$ cat src/rtl/clk_en_sequencer.sv
// Sequences per-channel clock-forwarding enables: up in ascending order, down in descending order.
// Optional abort support is enabled by defining CLK_EN_SEQUENCER_ABORT_EN.
module clk_en_sequencer #(
  parameter int unsigned N     = 2,
  parameter int unsigned GAP_W = 8
) (
  input  logic             i_clk,
  input  logic             i_rst_n,
  input  logic             i_up,
  input  logic             i_down,
  input  logic [N-1:0]     i_mask,
  input  logic [GAP_W-1:0] i_gap,
`ifdef CLK_EN_SEQUENCER_ABORT_EN
  input  logic             i_abort,
  output logic             o_aborted,
`endif
  output logic [N-1:0]     o_en,
  output logic             o_busy,
  output logic             o_done,
  output logic             o_all_on
);

  typedef enum logic [1:0] {S_IDLE, S_STEP, S_WAIT, S_FIN} state_e;

  state_e           state_q, state_d;
  logic             down_q, down_d;
  logic [N-1:0]     mask_q, mask_d;
  logic [GAP_W-1:0] gap_q, gap_d;
  logic [GAP_W-1:0] cnt_q, cnt_d;
  logic [N-1:0]     en_q, en_d;
  logic             busy_q, busy_d;
  logic             done_q, done_d;
  logic             all_on_q, all_on_d;
  logic             aborted_q, aborted_d;
  logic [N-1:0]     pend_c, sel_c, rest_c;

  // State and output registers
  always_ff @(posedge i_clk or negedge i_rst_n) begin
    if (!i_rst_n) begin
      state_q   <= S_IDLE;
      down_q    <= 1'b0;
      mask_q    <= '0;
      gap_q     <= '0;
      cnt_q     <= '0;
      en_q      <= '0;
      busy_q    <= 1'b0;
      done_q    <= 1'b0;
      all_on_q  <= 1'b0;
      aborted_q <= 1'b0;
    end else begin
      state_q   <= state_d;
      down_q    <= down_d;
      mask_q    <= mask_d;
      gap_q     <= gap_d;
      cnt_q     <= cnt_d;
      en_q      <= en_d;
      busy_q    <= busy_d;
      done_q    <= done_d;
      all_on_q  <= all_on_d;
      aborted_q <= aborted_d;
    end
  end

  // Pending channels and the one to toggle next (lowest when going up, highest when going down)
  always_comb begin
    pend_c = down_q ? (mask_q & en_q) : (mask_q & ~en_q);
    sel_c  = '0;
    for (int i = 0; i < N; i++) begin
      if (pend_c[i] && (down_q || (sel_c == '0))) begin
        sel_c    = '0;
        sel_c[i] = 1'b1;
      end
    end
    rest_c = pend_c & ~sel_c;
  end

  // Next-state and output logic
  always_comb begin
    state_d   = state_q;
    down_d    = down_q;
    mask_d    = mask_q;
    gap_d     = gap_q;
    cnt_d     = cnt_q;
    en_d      = en_q;
    busy_d    = busy_q;
    done_d    = 1'b0;
    aborted_d = 1'b0;
    case (state_q)
      S_IDLE: begin
        if (i_up || i_down) begin
          down_d  = i_down;
          mask_d  = i_mask;
          gap_d   = i_gap;
          busy_d  = 1'b1;
          state_d = S_STEP;
        end
      end
      S_STEP: begin
        if (pend_c == '0) begin
          state_d = S_FIN;
        end else begin
          en_d = en_q ^ sel_c;
          if (rest_c == '0) begin
            state_d = S_FIN;
          end else if (gap_q != '0) begin
            cnt_d   = gap_q;
            state_d = S_WAIT;
          end
        end
      end
      S_WAIT: begin
        if (cnt_q <= GAP_W'(1)) begin
          state_d = S_STEP;
        end else begin
          cnt_d = cnt_q - GAP_W'(1);
        end
      end
      S_FIN: begin
        done_d  = 1'b1;
        busy_d  = 1'b0;
        state_d = S_IDLE;
      end
      default: state_d = S_IDLE;
    endcase
`ifdef CLK_EN_SEQUENCER_ABORT_EN
    // Abort beats a coincident toggle: enables stay frozen
    if (i_abort && ((state_q == S_STEP) || (state_q == S_WAIT))) begin
      state_d   = S_IDLE;
      en_d      = en_q;
      cnt_d     = cnt_q;
      busy_d    = 1'b0;
      aborted_d = 1'b1;
    end
`endif
    all_on_d = &en_d;
  end

  assign o_en     = en_q;
  assign o_busy   = busy_q;
  assign o_done   = done_q;
  assign o_all_on = all_on_q;
`ifdef CLK_EN_SEQUENCER_ABORT_EN
  assign o_aborted = aborted_q;
`endif

endmodule

$ cat config.mk
export PLATFORM = sky130hd
export DESIGN_NAME = clk_en_sequencer
export DESIGN_NICKNAME = d
export VERILOG_FILES = /design/src/rtl/clk_en_sequencer.sv
export SDC_FILE = /design/constraint.sdc
export NUM_CORES = 1
export LEC_CHECK = 0
export BUFFER_PORTS_ARGS = -buffer_cell sky130_fd_sc_hd__buf_2
export CAP_MARGIN = 25
export CORE_AREA = 2 2 73 75
export DETAILED_ROUTE_END_ITERATION = 10
export DIE_AREA = 0 0 75 77
export HOLD_SLACK_MARGIN = 0.15
export PLACE_DENSITY = 0.48
export SLEW_MARGIN = 20
export SYNTH_ARGS = -nofsm -noshare
export SYNTH_HDL_FRONTEND = slang
export SYNTH_SLANG_ARGS = --single-unit
$ cat constraint.sdc
create_clock -name i_clk -period 2.7 [get_ports i_clk]
set_clock_uncertainty 0.2 [all_clocks]
set_input_delay 0 -clock i_clk [delete_from_list [all_inputs] [get_ports i_clk]]
set_output_delay 0 -clock i_clk [all_outputs]
set_load 0.03 [all_outputs]
==> out/summary.md <==
The run finished with clean final reports. For this configuration, the core starts out at a cell density of 29.1%. The synthesized design contains 26 register bits. The die is 77 um tall. Pin placement for this block handled 19 I/O pins. The layout overhead on the synthesized area is 26.7%. The run gives 4 as the length of the first detailed-routing pass in iterations. The logs give 0 for the number of max-cap violations and 0 for the number of antenna diodes. The largest total area in the synthesized netlist belongs to sky130_fd_sc_hd__dfrtp_1.

The distinct cell type count of the synthesized netlist was 45; the critical-path maximum fanout was 12. Counting every instance in the synthesized netlist gives 129. VDD sags by at most 458 uV. The clock latency on the worst-skew pair was 270 ps. After layout, the minimum clock period comes to 2150 ps. The wire length per cell is 13.6 um, and the critical path required time is 2660 ps. Based on the critical path, the design can be clocked at up to 466 MHz.

Setup repair after global routing left no endpoint under its margin. A synthesized cell averages 11.2 um^2. In the final layout, the share of cells above drive strength 1 is 31.9%. Once detail routing completed, the nets flagged for antenna violations numbered 0. For the final routed database, the setup TNS stands at 0 ps.

The mean number of vias per cell is 4.97. The tools report the critical path launch point type as a flop. The analysis attributes to cell leakage a power of 0.000764 uW. In this run the tightest slew margin relative to its limit is 68.3%. Total routing resource utilization after global routing: 11.9%.

The transition time at the pin with the least slew margin works out to 475 ps. Post-synthesis instance area: 1450 um^2. The clock network is responsible for 14.8% of the overall power. Leading cell type by number of instances after synthesis: sky130_fd_sc_hd__dfrtp_1. The max-slew violation total from the final report is 0. Cells fill 36.9% of the core in the end. The share of total power dissipated in combinational logic is 47.9%. The initial antenna violation count is 0.

The number of global-route vias before repair is 1179, and the share of the synthesized area in the top cell type is 44.9%. The internal power of the cells totals 1300 uW. Summing over every cut layer, the via total after detailed routing is 1157. The tools report the residual overflow from global routing as 0. The clock-pin slew of the registers on the worst-case setup and hold paths was 90 ps; the cell area power density was 1200 nW/um^2.

The final weighted congestion in routability-driven placement came out at 0.877. The number of H-tree levels came out at 1. Clock tree synthesis inserted a total of 3 buffers.

Counting flops with a built-in enable in the synthesized netlist gives 0. The setup path with the least slack is of type flop to flop. The half-perimeter wire length of the detailed placement result is 2180 um.

Sequential cells were found to cover 44.9% of the synthesized design area. The number of buffers added on ports came out at 18. Hold is met by 277 ps. The async set or reset register ratio after synthesis is 100%, and the number of remaining DRC errors is 0. The run gives 4980 um^2 as the standard cell core area. Setup violations remaining at the end of the flow were counted as 0.

The first global-routing pass estimated 5380 um of wire. After detailed placement, the total cell area comes to 1600 um^2. For this run, the number of standard cells in the final layout without fillers is 233. The final layout contains routed wiring with a total length of 3160 um.

The number of warnings issued by yosys is 0. Counting tap cells, the placed design contains a total of 213 instances. The tools report the number of hold violations in the final report as 0. Ranked by total cell area, the synthesized netlist is headed by sky130_fd_sc_hd__dfrtp_1, sky130_fd_sc_hd__mux2_2, sky130_fd_sc_hd__a2bb2oi_2. TritonCTS built the clock tree. The switching portion of total power was 41.2%. Entering global routing, the biggest net connects 27 pins. The tools report the total nets after synthesis as 145. CTS placed an instance of sky130_fd_sc_hd__clkbuf_8 at the clock tree root.

The cell row count was 26. The horizontal extent of the die is 75 um, and the net switching component of the power is 911 uW. Once layout is done, the placed cells without fillers occupy 1840 um^2. In the synthesized netlist, the cells that appear most often are sky130_fd_sc_hd__dfrtp_1, sky130_fd_sc_hd__nor2_1, sky130_fd_sc_hd__mux2_2. The share of the clock period used by the worst path works out to 79.5%. STA classifies the critical path endpoint as a flop. For the critical path arrival, the log shows 2100 ps. Predominant post-synthesis flop cell: sky130_fd_sc_hd__dfrtp_1. The deepest clock path buffer count is 2, and the sequential fraction of design power is 37.3%. The min-delay analysis places its worst path in the category flop to flop. The logs give 180 for the number of nets in the finished design and 39 for the first-iteration detailed-routing DRC count. The total number of clock tree sinks was 26; the area of the die was 5780 um^2.
## what timing repair did
| action | CTS | global route |
|---|---|---|
| hold endpoints to repair | 38 | 0 |
| buffers inserted | 0 | 0 |
| gates resized for setup | 0 | 0 |
| hold buffers | 16 | 0 |
## placed cells by master, fill, tap and decap left out, types with 2 or more instances in the layout
master                          count
sky130_fd_sc_hd__mux2_2            10
sky130_fd_sc_hd__a21oi_1            6
sky130_fd_sc_hd__o21ai_0            4
sky130_fd_sc_hd__ha_1               2
sky130_fd_sc_hd__nand2b_1           2
sky130_fd_sc_hd__nand2_1            6
sky130_fd_sc_hd__dfrtp_1           26
sky130_fd_sc_hd__and3_1             2
sky130_fd_sc_hd__nand4_1            3
sky130_fd_sc_hd__a31oi_1            2
sky130_fd_sc_hd__buf_4              2
sky130_fd_sc_hd__nor4_1             2
sky130_fd_sc_hd__dlygate4sd3_1     15
sky130_fd_sc_hd__a22o_1             2
sky130_fd_sc_hd__nor3_1             2
sky130_fd_sc_hd__buf_2             18
sky130_fd_sc_hd__inv_1              5
sky130_fd_sc_hd__a221oi_2           2
sky130_fd_sc_hd__a31o_2             2
sky130_fd_sc_hd__o2bb2ai_1          4
sky130_fd_sc_hd__a2bb2oi_2          3
sky130_fd_sc_hd__a211oi_2           3
sky130_fd_sc_hd__nand3_1            4
sky130_fd_sc_hd__clkbuf_8           3
sky130_fd_sc_hd__nor2_1            11
## area by class of cell
type                       instances  area (um^2)
sequential                        26          651
tap                               70         87.6
clock inverter                     1         30.0
fill                             481         3140
clock buffer                       3         41.3
inverter                           5         18.8
timing repair buffer              36          275
multi-input combinational         92          734
## critical path, cell delays in order, from the launching register on
cell	delay, ps
sky130_fd_sc_hd__dfrtp_1	430
sky130_fd_sc_hd__inv_1	90
sky130_fd_sc_hd__ha_1	280
sky130_fd_sc_hd__or2_1	250
sky130_fd_sc_hd__a31o_2	320
sky130_fd_sc_hd__a221oi_2	330
sky130_fd_sc_hd__o22ai_1	120
## registers in the layout (all words and copies together) (netlist names)
signal and cells:
cnt_q 8, down_q 1, gap_q 8, mask_q 2, o_all_on 1, o_busy 1
o_done 1, o_en 2, state_q 2
## cell families after synthesis
kind of cell | share of synthesized area [%]
AO/OA/AOI/OAI | 23.6
adder cells (fa/ha/maj) | 1.73
buffers and inverters | 4.49
flip-flops | 44.9
multiplexers | 8.46
AND/OR/NAND/NOR | 16.9
## through the flow
stage / setup slack, ps / power [uW]
final: 553 / 2210
after global routing: 410 / 2360
after CTS: 564 / 2220
after detailed placement: 579 / 1850
after global placement: 659 / 1830
after floorplan: 686 / 1630
## metal layers
metal	vias to the layer above	share of wire, %	global-route usage, %
met5	-	0	0
met2	33	49	18.9
li1	550	-	-
met3	7	4.1	2.10
met4	0	2.4	4.82
met1	567	45	15.7
## power by group through the flow
stage | Sequential [uW] | Combinational [uW] | Clock, uW
after floorplan | 833 | 794 | 0
after global placement | 823 | 1000 | 0
after detailed placement | 829 | 1020 | 0
after CTS | 822 | 1060 | 337
after global routing | 857 | 1160 | 346
final | 824 | 1060 | 327
## worst paths after layout
check                          from        to  slack (ps)  depth (start not counted)
setup / recovery           cnt_q[0]  cnt_q[3]         550                          6
hold / removal               o_busy    o_busy         280                          1
setup reg to reg           cnt_q[0]  cnt_q[3]         550                          6
hold reg to reg              o_busy    o_busy         280                          1
max in group asynchronous   i_rst_n  cnt_q[2]        1620                          4
min in group asynchronous   i_rst_n   o_en[1]         530                          4
No activity file was read; power rests on OpenSTA's default activity.
